`config.mk`:
```
export PLATFORM = sky130hd
export DESIGN_NAME = iter_muldiv_flat
export DESIGN_NICKNAME = d
export VERILOG_FILES = /design/src/rtl/muldiv_pkg.sv /design/src/rtl/iter_muldiv_if.sv /design/src/rtl/muldiv_signfix.sv /design/src/rtl/iter_muldiv.sv /design/src/flat_wrapper.sv
export SDC_FILE = /design/constraint.sdc
export NUM_CORES = 1
export LEC_CHECK = 0
export CAP_MARGIN = 0
export CORE_ASPECT_RATIO = 0.9
export CORE_UTILIZATION = 55
export CTS_CLUSTER_SIZE = 20
export DETAILED_ROUTE_END_ITERATION = 12
export PLACE_DENSITY = 0.81
export SLEW_MARGIN = 20
export SYNTH_ARGS = -nofsm -noshare
export SYNTH_HDL_FRONTEND = slang
export SYNTH_SLANG_ARGS = --single-unit
```
`constraint.sdc`:
```
create_clock -name clk -period 6.31 [get_ports clk]
set_input_delay 1.262 -clock clk [delete_from_list [all_inputs] [get_ports clk]]
set_output_delay 1.262 -clock clk [all_outputs]
set_load 0.02 [all_outputs]
```
`src/rtl/muldiv_pkg.sv`:
```
// ============================================================================
//  Module      : muldiv_pkg
//  Description : Shared definitions for the iterative multiplier/divider.
//                Holds the operation encodings and the FSM state type.
//                Optional feature macro used by this block: MULDIV_SIGNED_EN
//  Revision    : 1.0 - initial release
// ============================================================================
`default_nettype none

package muldiv_pkg;

    // Operation select encodings
    localparam logic OP_MUL = 1'b0;
    localparam logic OP_DIV = 1'b1;

    // Control FSM states
    typedef enum logic [1:0] {
        ST_IDLE = 2'd0,
        ST_RUN  = 2'd1,
        ST_FIN  = 2'd2
    } state_t;

endpackage : muldiv_pkg

`default_nettype wire

```
`src/rtl/iter_muldiv_if.sv`:
```
// ============================================================================
//  Module      : iter_muldiv_if
//  Description : Request/result bundle of the iterative multiplier/divider.
//                master = requester, slave = the arithmetic unit.
//                Optional feature macro used by this block: MULDIV_SIGNED_EN
//  Revision    : 1.0 - initial release
// ============================================================================
`default_nettype none

interface iter_muldiv_if #(
    parameter int WIDTH = 32
);
    logic             start;
    logic             op;
    logic             sgn;
    logic [WIDTH-1:0] a;
    logic [WIDTH-1:0] b;
    logic             busy;
    logic             done;
    logic [WIDTH-1:0] lo;
    logic [WIDTH-1:0] hi;
    logic             div_by_zero;

    modport master (
        output start, op, sgn, a, b,
        input  busy, done, lo, hi, div_by_zero
    );

    modport slave (
        input  start, op, sgn, a, b,
        output busy, done, lo, hi, div_by_zero
    );
endinterface : iter_muldiv_if

`default_nettype wire

```
`src/rtl/muldiv_signfix.sv`:
```
// ============================================================================
//  Module      : muldiv_signfix
//  Description : Sign conditioning around the unsigned iterative core.
//                Pre path  : operand magnitudes and result-negate flags.
//                Post path : conditional negation of the raw core result.
//                Only instantiated when MULDIV_SIGNED_EN is defined.
//  Revision    : 1.0 - initial release
// ============================================================================
`default_nettype none

module muldiv_signfix
    import muldiv_pkg::*;
#(
    parameter int WIDTH = 32
) (
    // pre-conditioning (request side)
    input  wire logic             sgn_i,
    input  wire logic             op_i,
    input  wire logic [WIDTH-1:0] a_i,
    input  wire logic [WIDTH-1:0] b_i,
    output logic      [WIDTH-1:0] mag_a_o,
    output logic      [WIDTH-1:0] mag_b_o,
    output logic                  neg_main_o,
    output logic                  neg_rem_o,
    // post-conditioning (result side)
    input  wire logic             fin_op_i,
    input  wire logic             fin_neg_main_i,
    input  wire logic             fin_neg_rem_i,
    input  wire logic [WIDTH-1:0] raw_hi_i,
    input  wire logic [WIDTH-1:0] raw_lo_i,
    output logic      [WIDTH-1:0] hi_o,
    output logic      [WIDTH-1:0] lo_o
);

    logic             w_a_neg;
    logic             w_b_neg;
    logic [2*WIDTH-1:0] w_prod;
    logic [2*WIDTH-1:0] w_prod_neg;

    // Magnitudes and negate flags; the most-negative value maps onto itself,
    // which is still the correct unsigned magnitude.
    always_comb begin
        w_a_neg    = sgn_i & a_i[WIDTH-1];
        w_b_neg    = sgn_i & b_i[WIDTH-1];
        mag_a_o    = w_a_neg ? (~a_i + 1'b1) : a_i;
        mag_b_o    = w_b_neg ? (~b_i + 1'b1) : b_i;
        neg_main_o = w_a_neg ^ w_b_neg;
        neg_rem_o  = w_a_neg & (op_i == OP_DIV);
    end

    // Product negates as one double-width value; quotient and remainder
    // negate independently.
    always_comb begin
        w_prod     = {raw_hi_i, raw_lo_i};
        w_prod_neg = ~w_prod + 1'b1;
        hi_o       = raw_hi_i;
        lo_o       = raw_lo_i;
        if (fin_op_i == OP_MUL) begin
            if (fin_neg_main_i) begin
                {hi_o, lo_o} = w_prod_neg;
            end
        end else begin
            if (fin_neg_main_i) lo_o = ~raw_lo_i + 1'b1;
            if (fin_neg_rem_i)  hi_o = ~raw_hi_i + 1'b1;
        end
    end

endmodule : muldiv_signfix

`default_nettype wire

```
`src/rtl/iter_muldiv.sv`:
```
// ============================================================================
//  Module      : iter_muldiv
//  Description : Iterative radix-2 multiplier (shift-add) and restoring
//                divider (shift-subtract), WIDTH steps per operation.
//                MULDIV_SIGNED_EN : when defined, sgn=1 selects signed
//                operation via the muldiv_signfix wrapper logic.
//  Revision    : 1.0 - initial release
// ============================================================================
`default_nettype none

module iter_muldiv
    import muldiv_pkg::*;
#(
    parameter int WIDTH = 32
) (
    input  wire logic     clk,
    input  wire logic     reset,
    iter_muldiv_if.slave  bus
);

    localparam int CW = $clog2(WIDTH) + 1;

    state_t           state_q, state_d;
    logic [CW-1:0]    cnt_q, cnt_d;
    logic             op_q, op_d;
    logic [WIDTH-1:0] acc_q, acc_d;     // mul: running high half; div: remainder
    logic [WIDTH-1:0] sh_q, sh_d;       // mul: multiplier/low half; div: dividend/quotient
    logic [WIDTH-1:0] dvs_q, dvs_d;     // mul: multiplicand; div: divisor
    logic [WIDTH-1:0] hi_q, hi_d;
    logic [WIDTH-1:0] lo_q, lo_d;
    logic             dbz_q, dbz_d;

    logic             w_accept;
    logic             w_div0;
    logic [WIDTH-1:0] w_mag_a;
    logic [WIDTH-1:0] w_mag_b;
    logic [WIDTH:0]   w_mul_sum;
    logic [WIDTH:0]   w_div_shift;
    logic [WIDTH-1:0] w_div_diff;
    logic             w_div_ge;
    logic [WIDTH-1:0] w_step_acc;
    logic [WIDTH-1:0] w_step_sh;
    logic [WIDTH-1:0] w_fin_hi;
    logic [WIDTH-1:0] w_fin_lo;

    // A request is taken whenever no operation is running (IDLE or FIN)
    assign w_accept = bus.start & (state_q != ST_RUN);
    assign w_div0   = (bus.op == OP_DIV) && (bus.b == '0);

`ifdef MULDIV_SIGNED_EN
    logic neg_main_q;
    logic neg_rem_q;
    logic w_neg_main;
    logic w_neg_rem;

    muldiv_signfix #(
        .WIDTH (WIDTH)
    ) u_signfix (
        .sgn_i          (bus.sgn),
        .op_i           (bus.op),
        .a_i            (bus.a),
        .b_i            (bus.b),
        .mag_a_o        (w_mag_a),
        .mag_b_o        (w_mag_b),
        .neg_main_o     (w_neg_main),
        .neg_rem_o      (w_neg_rem),
        .fin_op_i       (op_q),
        .fin_neg_main_i (neg_main_q),
        .fin_neg_rem_i  (neg_rem_q),
        .raw_hi_i       (w_step_acc),
        .raw_lo_i       (w_step_sh),
        .hi_o           (w_fin_hi),
        .lo_o           (w_fin_lo)
    );

    // Result sign flags captured with the operands
    always_ff @(posedge clk) begin
        if (reset) begin
            neg_main_q <= 1'b0;
            neg_rem_q  <= 1'b0;
        end else if (w_accept) begin
            neg_main_q <= w_neg_main;
            neg_rem_q  <= w_neg_rem;
        end
    end
`else
    logic w_sgn_unused;

    assign w_sgn_unused = bus.sgn;
    assign w_mag_a      = bus.a;
    assign w_mag_b      = bus.b;
    assign w_fin_hi     = w_step_acc;
    assign w_fin_lo     = w_step_sh;
`endif

    // One radix-2 step of the selected operation
    always_comb begin
        w_mul_sum   = {1'b0, acc_q} + (sh_q[0] ? {1'b0, dvs_q} : '0);
        w_div_shift = {acc_q, sh_q[WIDTH-1]};
        w_div_ge    = (w_div_shift >= {1'b0, dvs_q});
        w_div_diff  = w_div_shift[WIDTH-1:0] - dvs_q;
        if (op_q == OP_DIV) begin
            w_step_acc = w_div_ge ? w_div_diff : w_div_shift[WIDTH-1:0];
            w_step_sh  = {sh_q[WIDTH-2:0], w_div_ge};
        end else begin
            w_step_acc = w_mul_sum[WIDTH:1];
            w_step_sh  = {w_mul_sum[0], sh_q[WIDTH-1:1]};
        end
    end

    // Next-state, datapath load/step and result capture
    always_comb begin
        state_d = state_q;
        cnt_d   = cnt_q;
        op_d    = op_q;
        acc_d   = acc_q;
        sh_d    = sh_q;
        dvs_d   = dvs_q;
        hi_d    = hi_q;
        lo_d    = lo_q;
        dbz_d   = dbz_q;

        case (state_q)
            ST_IDLE, ST_FIN: begin
                if (w_accept) begin
                    op_d  = bus.op;
                    cnt_d = '0;
                    acc_d = '0;
                    dbz_d = 1'b0;
                    if (bus.op == OP_DIV) begin
                        sh_d  = w_mag_a;
                        dvs_d = w_mag_b;
                    end else begin
                        sh_d  = w_mag_b;
                        dvs_d = w_mag_a;
                    end
                    if (w_div0) begin
                        // Nothing to iterate: publish the fixed answer now
                        state_d = ST_FIN;
                        hi_d    = bus.a;
                        lo_d    = '1;
                        dbz_d   = 1'b1;
                    end else begin
                        state_d = ST_RUN;
                    end
                end else if (state_q == ST_FIN) begin
                    state_d = ST_IDLE;
                end
            end
            ST_RUN: begin
                acc_d = w_step_acc;
                sh_d  = w_step_sh;
                cnt_d = cnt_q + 1'b1;
                if (cnt_q == CW'(WIDTH - 1)) begin
                    state_d = ST_FIN;
                    hi_d    = w_fin_hi;
                    lo_d    = w_fin_lo;
                end
            end
            default: begin
                state_d = ST_IDLE;
            end
        endcase
    end

    // State and datapath registers
    always_ff @(posedge clk) begin
        if (reset) begin
            state_q <= ST_IDLE;
            cnt_q   <= '0;
            op_q    <= OP_MUL;
            acc_q   <= '0;
            sh_q    <= '0;
            dvs_q   <= '0;
            hi_q    <= '0;
            lo_q    <= '0;
            dbz_q   <= 1'b0;
        end else begin
            state_q <= state_d;
            cnt_q   <= cnt_d;
            op_q    <= op_d;
            acc_q   <= acc_d;
            sh_q    <= sh_d;
            dvs_q   <= dvs_d;
            hi_q    <= hi_d;
            lo_q    <= lo_d;
            dbz_q   <= dbz_d;
        end
    end

    assign bus.busy        = (state_q == ST_RUN);
    assign bus.done        = (state_q == ST_FIN);
    assign bus.hi          = hi_q;
    assign bus.lo          = lo_q;
    assign bus.div_by_zero = dbz_q;

endmodule : iter_muldiv

`default_nettype wire

```
`src/flat_wrapper.sv`:
```
// flat-port wrapper written by rule: the top's interface ports become plain ports
module iter_muldiv_flat import muldiv_pkg::*;
#(
    parameter int WIDTH = 32
)
  (clk, reset, bus_start, bus_op, bus_sgn, bus_a, bus_b, bus_busy, bus_done, bus_lo, bus_hi, bus_div_by_zero);
  iter_muldiv_if #(.WIDTH(WIDTH)) bus_i ();
  input  wire logic clk;
  input  wire logic reset;
  input wire logic [$bits(bus_i.start)-1:0] bus_start;
  input wire logic [$bits(bus_i.op)-1:0] bus_op;
  input wire logic [$bits(bus_i.sgn)-1:0] bus_sgn;
  input wire logic [$bits(bus_i.a)-1:0] bus_a;
  input wire logic [$bits(bus_i.b)-1:0] bus_b;
  output wire logic [$bits(bus_i.busy)-1:0] bus_busy;
  output wire logic [$bits(bus_i.done)-1:0] bus_done;
  output wire logic [$bits(bus_i.lo)-1:0] bus_lo;
  output wire logic [$bits(bus_i.hi)-1:0] bus_hi;
  output wire logic [$bits(bus_i.div_by_zero)-1:0] bus_div_by_zero;
  assign bus_i.start = bus_start;
  assign bus_i.op = bus_op;
  assign bus_i.sgn = bus_sgn;
  assign bus_i.a = bus_a;
  assign bus_i.b = bus_b;
  assign bus_busy = bus_i.busy;
  assign bus_done = bus_i.done;
  assign bus_lo = bus_i.lo;
  assign bus_hi = bus_i.hi;
  assign bus_div_by_zero = bus_i.div_by_zero;
  iter_muldiv #(.WIDTH(WIDTH)) u_core (.clk(clk), .reset(reset), .bus(bus_i));
endmodule
```
==> impl_results.md <==
* Status: complete, no violations
* Setup bufs post-CTS at 0
* CTS Root Cell: clkbuf_16
* Hold depth at 2
* Initial antenna violation count at 1
* Post-synth EDFFs at 0
* Initial DRT Pass Iterations at 6
* Total gr overflow at 0
* Worst skew pair latency at around 450 ps
* Drt initial violations at approximately 1100
* Crit Path Category: flip-flop to flip-flop
* Worst hold-check path type: flip-flop to flip-flop
* DIE HEIGHT at ~140 µm
* Seq cells post-synth at 170
* Ys async rst share at 0%
* Max frequency at 0.226 GHz
* Sequential area share after synthesis at between 20 and 30%
* Clock sink count at 170
* Remaining DRCs at 0
* Hold Path Sink: u_core.bus.div_by_zero
* Worst reg2reg endpoint: u_core.bus.hi[22]
* FF-to-FF setup slack at 1880 ps
* Crit path DAT at approximately 4800 ps
* Core footprint at around 22000 µm²
* Area leader, netlist: dfxtp_1
* Vias at approximately 12000
* Starting Density at a little under three fifths
* Routed Antenna Nets at 0
* Pwr per Cell Area at 229 nW/µm²
* Routed vias/inst at about 6.3
* Syn-to-layout area delta at 15.8%
* CP Max Fanout at 19
* Syn_area_per_cell at 7.87 µm²
* Layout cells sized above 1 at under 10%
* Final Hold Fails at 0
* Multi-input gate area at around 8000 µm²
* Buffers on Ports at between 100 and 150
* Wire length per cell at 19.3 µm
* FF-to-FF path depth at 11
* Vias in the first global route at ~11000
* Register area at 3400 µm²
* Peak VDD IR at between 0.00015 and 0.0002 V
* Die Footprint at 22600 µm²
* Num ports at approximately 140
* Final wirelength at 36400 µm
* Final setup fails at 0
* Syn_nets at approximately 1700
* Die width at around 160 µm
* TritonCTS Buffers at 17
* Top FF cell, synth: dfxtp_1
* Post-synth top cells: nand2_1, nor2_1, dfxtp_1
* Max-slew violations at 0
* Placer congestion estimate at ~0.94
* Row count at 51
* Reg-to-reg startpoint: u_core.sh_q[0]
* Post-DP HPWL at 26300 µm
* Tot Pwr at approximately 3.2 mW
* Hold-fix buffers at CTS at 0
* Worst slew margin at a little under two fifths
* Critical Path RT at 6700 ps
* Mapped Area at 12100 µm²
* GRT Overall Usage at 32.8%
* Synth cell types at 82
* Top cell type's share of synthesized area at approximately 28%
* CTS resizes at 0
* CP Launch Type: flip-flop
* Min-Delay Startpoint: u_core.bus.div_by_zero
* CTS clk-pin slew, worst paths at about 80 ps
* Largest cells by area after synthesis: dfxtp_1, ha_1, mux2i_1, nand2_1, a21oi_1
* Final net count at around 1700
* Setup_tns at 0 ps
* Tmin final at roughly 4400 ps
* Largest net degree at the start of global routing at a little over 90
* Critical path endpoint category: flip-flop
* Leakage at 5.58 nW
* Clock Skews at between 15 and 20 ps
* Tcrit/Tclk final at a little over two thirds
* Synth warn at 0
* Cell count after synthesis at 1536
* Htree depth at 4
* Most frequent cell after synthesis: nand2_1
* CTS tree: done
* Max Root-Sink Buffers at 2
* MaxCap Viol Count at 0
* Fill count at approximately 1900
* First-pass GRT wire length at about 57000 µm
* Slew @ Worst Pin at about 950 ps
* RSZ-0062 raised after global routing: false
[how the worst max path moves through the flow]
stage / startpoint / to / slack, ps / cells after the start
after detailed placement: bus_b[10] / u_core.bus.hi[2] / 1560 / 9
after global routing: u_core.sh_q[0] / u_core.bus.hi[27] / 1680 / 12
after global placement: bus_b[10] / u_core.bus.hi[0] / 1580 / 9
after CTS: u_core.sh_q[0] / u_core.bus.hi[27] / 2010 / 12
after floorplan: bus_b[13] / u_core.bus.lo[10] / 2990 / 9
final: u_core.sh_q[0] / u_core.bus.hi[22] / 1880 / 11
[routing by layer]
metal	track usage, %	share of wire, %
met1	46.0	44
met2	49.8	44
met3	5.95	8.5
met4	12.0	2.7
met5	0	0
[state kept, by name (all words and copies together), names as in the netlist]
signal and flops:
u_core.acc_q 32, u_core.bus.div_by_zero 1, u_core.bus.hi 32, u_core.bus.lo 32, u_core.cnt_q 6, u_core.dvs_q 32, u_core.op_q 1, u_core.sh_q 32
u_core.state_q 2
[cells in the final DEF, fill, tap and decap left out, types with 15 or more instances in the layout]
master / n
clkdlybuf4s50_1: 132
clkbuf_16: 17
a21o_1: 37
xnor2_1: 35
and2_1: 35
mux2_2: 39
ha_1: 65
o21ai_0: 51
xor2_1: 15
inv_1: 45
a211oi_1: 73
o211ai_1: 45
nor3_1: 15
nand3_1: 17
a21oi_1: 136
nor2_1: 174
a31oi_1: 15
mux2i_1: 77
dfxtp_1: 169
a311oi_1: 29
nand2_1: 182
nand4_1: 21
[final cells by class]
class / instances / area share (%)
tap: 291 / 2.60
timing repair buffer: 143 / 10.1
clock inverter: 14 / 1.27
inverter: 46 / 1.23
antenna: 1 / 0.0179
sequential: 170 / 24.3
multi-input combinational: 1206 / 57.4
clock buffer: 18 / 3.07
[metrics by stage]
stage	hold WS [ps]	cell area, µm²	utilization, %	setup WS [ps]	cells
2_1_floorplan	465	12100	-	2990	1536
3_3_place_gp	442	13400	62.1	1580	1856
3_5_place_dp	458	13400	62.1	1560	1856
4_1_cts	468	14000	64.9	2010	1888
5_1_grt	491	14000	64.9	1680	1888
6_report	469	14000	64.9	1880	1889
[kinds of logic (layout without fill, tap and decap cells)]
group	after synthesis	count (layout)	share of synthesized area [%]
muxes	118	118	10.2
other	0	1	0
xor gates and xnor gates	50	50	3.62
adders and majority gates	67	67	7.06
AOI/OAI and AO/OA	475	475	27.0
buffers and inverters	160	221	5.69
and+or+nand+nor	496	496	18.3
DFF	170	170	28.1
[report_power, final]
part / total, mW / internal, mW / switching (mW) / leakage [nW]
registers: 1.22 / 1.15 / 0.0707 / 1.39
clock network: 1.07 / 0.539 / 0.533 / 0.294
logic: 0.912 / 0.374 / 0.537 / 3.90
[critical path, stage by stage, from the launching register on]
cell      delay [ps]
dfxtp_1          750
and2_1           270
ha_1             260
a211oi_1         290
o21ai_1          210
o21ai_1          430
a211oi_2         190
o32a_2           480
a31oi_1          200
mux2_2           360
o31ai_1          670
a31o_2           260
Power figures use the tool's default switching activity.
